$ cat config.mk
export PLATFORM = sky130hd
export DESIGN_NAME = mem_access_unit
export DESIGN_NICKNAME = d
export VERILOG_FILES = /design/src/rtl/mem_access_unit.sv
export SDC_FILE = /design/constraint.sdc
export NUM_CORES = 1
export LEC_CHECK = 0
export ABC_CLOCK_PERIOD_IN_PS = 4650
export CORE_ASPECT_RATIO = 1.75
export CORE_MARGIN = 3
export CORE_UTILIZATION = 48
export CTS_CLUSTER_SIZE = 16
export DETAILED_ROUTE_END_ITERATION = 8
export MAX_ROUTING_LAYER = met4
export PLACE_DENSITY = 0.9
export SYNTH_ARGS = -nofsm -noshare
export SYNTH_HDL_FRONTEND = slang
export SYNTH_SLANG_ARGS = --single-unit
$ cat constraint.sdc
create_clock -name clk -period 4.65 [get_ports clk]
set_input_delay 0.465 -clock clk [delete_from_list [all_inputs] [get_ports clk]]
set_output_delay 0.465 -clock clk [all_outputs]
set_load 0.03 [all_outputs]
$ cat src/rtl/mem_access_unit.sv
// MEM-stage initiator for a word-addressed synchronous data memory.
// Adds byte/halfword loads with extension, sub-word stores via read-modify-write and alignment checks.
module mem_access_unit #(
    parameter bit BIG_ENDIAN = 1'b0
) (
    input  logic        clk,
    input  logic        rst,
    input  logic        req_valid,
    input  logic        req_we,
    input  logic [1:0]  req_size,
    input  logic        req_unsigned,
    input  logic [31:0] req_addr,
    input  logic [31:0] req_wdata,
    output logic        busy,
    output logic        resp_valid,
    output logic        resp_err,
    output logic [31:0] resp_rdata,
    output logic        m_read,
    output logic        m_write,
    output logic [31:0] m_addrs,
    output logic [31:0] m_in,
    input  logic [31:0] m_out
);

    typedef enum logic [1:0] {StIdle, StRd, StCap, StWr} state_e;

    localparam logic [1:0] SizeByte = 2'b00;
    localparam logic [1:0] SizeHalf = 2'b01;
    localparam logic [1:0] SizeWord = 2'b10;

    state_e      state_q, state_d;
    logic [31:0] addr_q, addr_d;
    logic [1:0]  size_q, size_d;
    logic        we_q, we_d;
    logic        unsigned_q, unsigned_d;
    logic [31:0] wdata_q, wdata_d;
    logic [31:0] merge_q, merge_d;
    logic        resp_valid_q, resp_valid_d;
    logic        resp_err_q, resp_err_d;
    logic [31:0] resp_rdata_q, resp_rdata_d;

    logic        accept;
    logic        req_err;
    logic [1:0]  lane_b;
    logic        lane_h;
    logic [7:0]  byte_val;
    logic [15:0] half_val;
    logic [31:0] load_val;
    logic [31:0] merge_val;

    assign accept = (state_q == StIdle) && req_valid;

    always_comb begin
        req_err = 1'b0;
        unique case (req_size)
            SizeByte: req_err = 1'b0;
            SizeHalf: req_err = req_addr[0];
            SizeWord: req_err = (req_addr[1:0] != 2'b00);
            default:  req_err = 1'b1;
        endcase
    end

    // Lane numbers below are in little-endian bit positions; big-endian mirrors the offset.
    always_comb begin
        lane_b   = BIG_ENDIAN ? ~addr_q[1:0] : addr_q[1:0];
        lane_h   = BIG_ENDIAN ? ~addr_q[1] : addr_q[1];
        byte_val = m_out[{lane_b, 3'b000} +: 8];
        half_val = m_out[{lane_h, 4'b0000} +: 16];
    end

    always_comb begin
        load_val = m_out;
        unique case (size_q)
            SizeByte: load_val = {{24{~unsigned_q & byte_val[7]}}, byte_val};
            SizeHalf: load_val = {{16{~unsigned_q & half_val[15]}}, half_val};
            default:  load_val = m_out;
        endcase
    end

    always_comb begin
        merge_val = m_out;
        unique case (size_q)
            SizeByte: merge_val[{lane_b, 3'b000} +: 8] = wdata_q[7:0];
            SizeHalf: merge_val[{lane_h, 4'b0000} +: 16] = wdata_q[15:0];
            default:  merge_val = wdata_q;
        endcase
    end

    // FSM state register
    always_ff @(posedge clk or posedge rst) begin
        if (rst) begin
            state_q <= StIdle;
        end else begin
            state_q <= state_d;
        end
    end

    // FSM next state
    always_comb begin
        state_d = state_q;
        unique case (state_q)
            StIdle: begin
                if (req_valid && !req_err) begin
                    state_d = (req_we && req_size == SizeWord) ? StWr : StRd;
                end
            end
            StRd:  state_d = StCap;
            StCap: state_d = we_q ? StWr : StIdle;
            StWr:  state_d = StIdle;
            default: state_d = StIdle;
        endcase
    end

    // FSM outputs: memory strobes decode from state and captured registers only
    always_comb begin
        busy    = (state_q != StIdle);
        m_read  = 1'b0;
        m_write = 1'b0;
        m_addrs = 32'h0;
        m_in    = 32'h0;
        unique case (state_q)
            StRd: begin
                m_read  = 1'b1;
                m_addrs = {addr_q[31:2], 2'b00};
            end
            StWr: begin
                m_write = 1'b1;
                m_addrs = {addr_q[31:2], 2'b00};
                m_in    = (size_q == SizeWord) ? wdata_q : merge_q;
            end
            default: ;
        endcase
    end

    always_comb begin
        addr_d       = addr_q;
        size_d       = size_q;
        we_d         = we_q;
        unsigned_d   = unsigned_q;
        wdata_d      = wdata_q;
        merge_d      = merge_q;
        resp_valid_d = 1'b0;
        resp_err_d   = 1'b0;
        resp_rdata_d = resp_rdata_q;
        if (accept) begin
            addr_d     = req_addr;
            size_d     = req_size;
            we_d       = req_we;
            unsigned_d = req_unsigned;
            wdata_d    = req_wdata;
            if (req_err) begin
                resp_valid_d = 1'b1;
                resp_err_d   = 1'b1;
                resp_rdata_d = 32'h0;
            end
        end
        if (state_q == StCap) begin
            if (we_q) begin
                merge_d = merge_val;
            end else begin
                resp_valid_d = 1'b1;
                resp_rdata_d = load_val;
            end
        end
        if (state_q == StWr) begin
            resp_valid_d = 1'b1;
            resp_rdata_d = 32'h0;
        end
    end

    always_ff @(posedge clk or posedge rst) begin
        if (rst) begin
            addr_q       <= 32'h0;
            size_q       <= 2'b00;
            we_q         <= 1'b0;
            unsigned_q   <= 1'b0;
            wdata_q      <= 32'h0;
            merge_q      <= 32'h0;
            resp_valid_q <= 1'b0;
            resp_err_q   <= 1'b0;
            resp_rdata_q <= 32'h0;
        end else begin
            addr_q       <= addr_d;
            size_q       <= size_d;
            we_q         <= we_d;
            unsigned_q   <= unsigned_d;
            wdata_q      <= wdata_d;
            merge_q      <= merge_d;
            resp_valid_q <= resp_valid_d;
            resp_err_q   <= resp_err_d;
            resp_rdata_q <= resp_rdata_d;
        end
    end

    assign resp_valid = resp_valid_q;
    assign resp_err   = resp_err_q;
    assign resp_rdata = resp_rdata_q;

endmodule

* Word level (Yosys, flattened, before mapping)
Cells that the tools add are included.
Word-level totals: bits in registers 136, input bits 103, output and inout port bits 101, logic and storage cells 64
Cells by class: add/subtract/negate cells 2, equal/unequal tests 8, shifts and indexed selects 6, mux-type cells 24, bitwise logic cells 3, reduce and logical (&&, ||, !) cells 11
Operators with widths (number):
- two-way mux 32 bit | 8
- one-hot mux 32 bit (2 select lines) | 2
- bitwise mux 32 bit | 2
- variable shift 16 x 7 -> 32 bit (first input constant) | 1
- variable shift 8 x 7 -> 32 bit (first input constant) | 1
- indexed part select 16 x 7 -> 32 bit | 1
- indexed part select 32 x 6 -> 16 bit | 1
- indexed part select 32 x 6 -> 8 bit | 1
- indexed part select 8 x 7 -> 32 bit | 1
- negation 5 -> 7 bit | 2
- equality test 2 bit (second input constant) | 4
- one-hot mux 2 bit (4 select lines) | 1
- two-way mux 1 bit | 7
- equality test 2 x 1 -> 1 bit (second input constant) | 3
- logical NOT 2 bit | 3
- two-way mux 2 bit | 3
- nonzero test 2 bit | 2
- logical AND 1 bit | 3
- one-hot mux 1 bit (3 select lines) | 1
- AND 1 bit | 2
- inequality test 2 x 1 -> 1 bit (second input constant) | 1
- AND reduction 2 bit | 1
- OR reduction 2 bit | 1
- logical NOT 1 bit | 1
- NOT 1 bit | 1

* Logic depth before layout (Yosys ltp)
word-level depth 7, mapped depth 10, depth with buffers taken out 6

* Worst setup path after synthesis
OpenSTA, ideal clock, no wires.
path kind register to register, start register addr_q[1], end register merge_q[24], library setup time 83 ps, arrival 2336 ps, required time 4567 ps, setup slack 2232 ps, cell stages (with the launch flop) 11, buffers on the path 4, period minus slack after synthesis 2418 ps, cell sequence dfrtp_1 -> buf_2 -> buf_2 -> clkbuf_1 -> inv_1 -> ha_1 -> nor4bb_1 -> buf_1 -> a22o_1 -> a221oi_1 -> o21ai_0
Between the ends: longest elaborated chain between the ends 4, elaborated cells on any way between the ends 9, classes of those cells add/sub (2); shift (4); mux (3)
RTL lines:
- from (decl) | RTL line 32 | logic [31:0] addr_q, addr_d;
- from (signal assigned) | RTL line 183 | addr_q <= addr_d;
- negation 5 -> 7 bit, on equally long branches | RTL line 84, 83
- indexed part select 16 x 7 -> 32 bit, or another cell as far along | RTL line 84 | SizeHalf: merge_val[{lane_h, 4'b0000} +: 16] = wdata_q[15:0];
- bitwise mux 32 bit, on equally long branches | RTL line 84, 83
- one-hot mux 32 bit (2 select lines) (*) | RTL line 82 | unique case (size_q)
- to (signal assigned) | RTL line 188 | merge_q <= merge_d;
- to (decl) | RTL line 37 | logic [31:0] merge_q, merge_d;
Mark *: on every way between the ends. The rest lies on a longest branch, timed or not. A chain may end at the register's enable or synchronous reset.

* Worst setup path in the final report
start register size_q[0], end output port m_in[14]
Between the ends: longest elaborated chain between the ends 3
RTL lines:
- from (decl) | RTL line 33 | logic [1:0] size_q, size_d;
- from (signal assigned) | RTL line 184 | size_q <= size_d;
- equality test 2 bit | RTL line 129 | m_in = (size_q == SizeWord) ? wdata_q : merge_q;
- two-way mux 32 bit | RTL line 129
- two-way mux 32 bit | RTL line 121 | unique case (state_q)
- to (decl) | RTL line 21 | output logic [31:0] m_in,
Every way passes these cells.

==> reports/qor.csv <==
metric,value,unit
outcome,"complete, no violations",
TritonRoute pass-1 iters,7,
per-cell routed wire length,22.1,um
"most common cell after layout, fill and taps aside",clkdlybuf4s50_1,
detailed-route via count,6505,
slew margin rel.,24.1,%
Post-Place Cells,1030,
highest clock rate,253,MHz
DP HPWL,16900,um
final setup fails,0,
Worst Hold Class,flip-flop to flip-flop,
Filler cells,1042,
Post-Syn Area,0.00711,mm^2
I/O Pins,204,
"Critical Path, Cell by Cell",inv_1 > nand2_1 > buf_4 > nand2_1 > a21oi_1 > clkdlybuf4s50_1,
area of the core,0.0144,mm^2
Synth async-reset ratio,100,%
sequential cell area,0.00340,mm^2
yosys synthesis warning count,0,
post-CTS sizing,0,
all-layer global routing usage,29.7,%
Synth Register Bits,136,
Crit-path slowest cell,dfrtp_1,
Worst Path Required,4.18,ns
"CTS clk-pin slew, worst paths",0.06,ns
vias per cell,6.11,
P&R area growth vs syn,37.5,%
crit path max fanout,18,
WP buf/inv,3,
first-pass GRT wire length,36700,um
total congestion overflow,0,
post-route design area,0.00978,mm^2
die extent in y,167,um
Starting Density,49.2,%
final hold vios,0,
largest net degree at the start of global routing,74,
H-tree levels,4,
Rows,58,
setup TNS,0,ns
vias in the first global route,6779,
Netlist cell types,49,
crit path capture type,output port,
Layout Skew,0.00916,ns
"Core Util, Final",67.7,%
minimum clock period,3.95,ns
Post-synth EDFFs,0,
postcts setup bufs,0,
fin nets,977,
Max IR drop VDD,0.438,mV
initial antenna violation count,3,
drt first-iter violations,610,
Mean Syn Cell Area,10.3,um^2
share of the synthesized area in the top cell type,47.9,%
CP Class,flip-flop to output port,
Port Buf Inserts,201,
CTS Hold Bufs,0,
CP most frequent cell,nand2_1,
Clock Tree Root,clkbuf_16,
Die Wd,98.0,um
# clock sinks,136,
final WL,23500,um
beginning of the critical path,size_q[0],
ys flop type,dfrtp_1,
max incr delay on CP,0.71,ns
cell taking the most area after synthesis,dfrtp_1,
area of the multi-input gates,0.00336,mm^2
total of max-cap violations,0,
Pwr Total,0.00707,W
RR Startpoint,state_q[0],
"Seq/Total Area, Yosys",47.9,%
Crit path max-delay family,buffers and inverters,
max-slew violations,0,
Worst Setup Start Kind,flip-flop,
PwrDens,723,mW/mm^2
Gate Count Post-Synth,692,
Placed Area,0.00917,mm^2
RSZ-0062 raised after global routing,false,
LEAKAGE,4.03,nW
DR DRC count,0,
Worst EP arrival,3.49,ns
CTS Buf Count,17,
synth top area cells,"dfrtp_1 (48%), mux2_2 (11%), nand2_1 (5.4%), a221oi_1 (3.0%), and2_1 (2.9%)",
final std cells w/o fill,1065,
HP Start,merge_q[29],
fraction of layout cells with a size suffix above 1,15.3,%
"Period Utilization, post-route",85.0,%
CTS tree,built,
Die ar.,0.0164,mm^2
worst-margin pin slew,1.14,ns
"commonest cells after routing, fill and taps aside","clkdlybuf4s50_1 (201), dfrtp_1 (136), nand2_1 (103)",
routability cong.,0.902,
worst-skew pair later-pin latency,0.42,ns
CTS Buffer Depth,2,
Post-DRT Antenna Nets,0,
[final cells by class]
type	count	share of cell area (%)
diodes	3	0.0767
inverters	15	0.627
clock inverters	14	1.71
flip-flops and latches	136	34.8
well taps	180	2.30
multi-input cells	484	34.4
repair buffers	215	21.6
clock buffers	18	4.49
[flip-flops by register name, indices dropped and copies added, names as in the netlist]
signal and flops:
resp_valid 1, resp_err 1, wdata_q 32, state_q 2, size_q 2, we_q 1
unsigned_q 1, resp_rdata 32, addr_q 32, merge_q 32
[worst reg2reg max path, delay by kind of cell, from the launching register on]
kind            cells  cell delay, ns
flops               1            0.75
compound gates      2            1.02
simple gates        2            1.01
buf+inv             1            0.31
[synthesized netlist by cell type (all sizes together), types with 2 or more instances]
master and number:
nor2 38, a32o 8, a222oi 8, a221o 23, or2 2, o211ai 7, nand2b 10, clkbuf 30
a22o 9, nand4b 2, dfrtp 136, buf 28, nor3 2, and2 33, o22ai 15, mux2i 16
inv 15, nand2 103, mux2 67, a21oi 42, o21ai 39, ha 5, a221oi 24, a211oi 3
nor3b 3, o2bb2ai 7, nor2b 4
[report_power, final]
| part | total, W | internal (W) | switching, W | leakage (nW) |
|---|---|---|---|---|
| sequential | 0.00237 | 0.00176 | 0.000608 | 1.65 |
| clock | 0.00138 | 0.000818 | 0.000563 | 0.297 |
| combinational | 0.00332 | 0.00145 | 0.00187 | 2.08 |
[worst paths after layout]
check | end | slack [ns] | depth (start not counted)
max | m_in[14] | 0.70 | 6
min | merge_q[29] | 0.49 | 2
min in group asynchronous | wdata_q[26] | 0.55 | 2
max in group asynchronous | merge_q[1] | 3.15 | 3
max reg2reg | resp_rdata[7] | 1.52 | 5
min reg2reg | merge_q[29] | 0.49 | 2
[stage by stage]
step	hold slack, ns	worst slack (ns)
2_1_floorplan	0.450	0.546
3_3_place_gp	0.465	1.30
3_5_place_dp	0.474	1.25
4_1_cts	0.493	0.768
5_1_grt	0.513	0.527
6_report	0.490	0.697
[per-layer routing]
layer  wire (um)  global-route usage [%]  vias up  part of all wire (%)
met1        7990                    31.8     3107                    34
met5           0                       -        -                     0
met4        1810                    21.9        0                   7.7
met2       11800                    47.8      409                    50
met3        1950                    6.41      123                   8.3
li1            -                       -     2866                     -
[cell families after synthesis]
family,Yosys count,synth area share (%)
compound gates,190,19.5
fa+ha+maj,5,0.880
buf+inv,73,4.98
flops,136,47.9
mux,84,13.2
other cells,1,0.0527
simple gates,203,13.5
No activity file was read; power rests on OpenSTA's default activity.
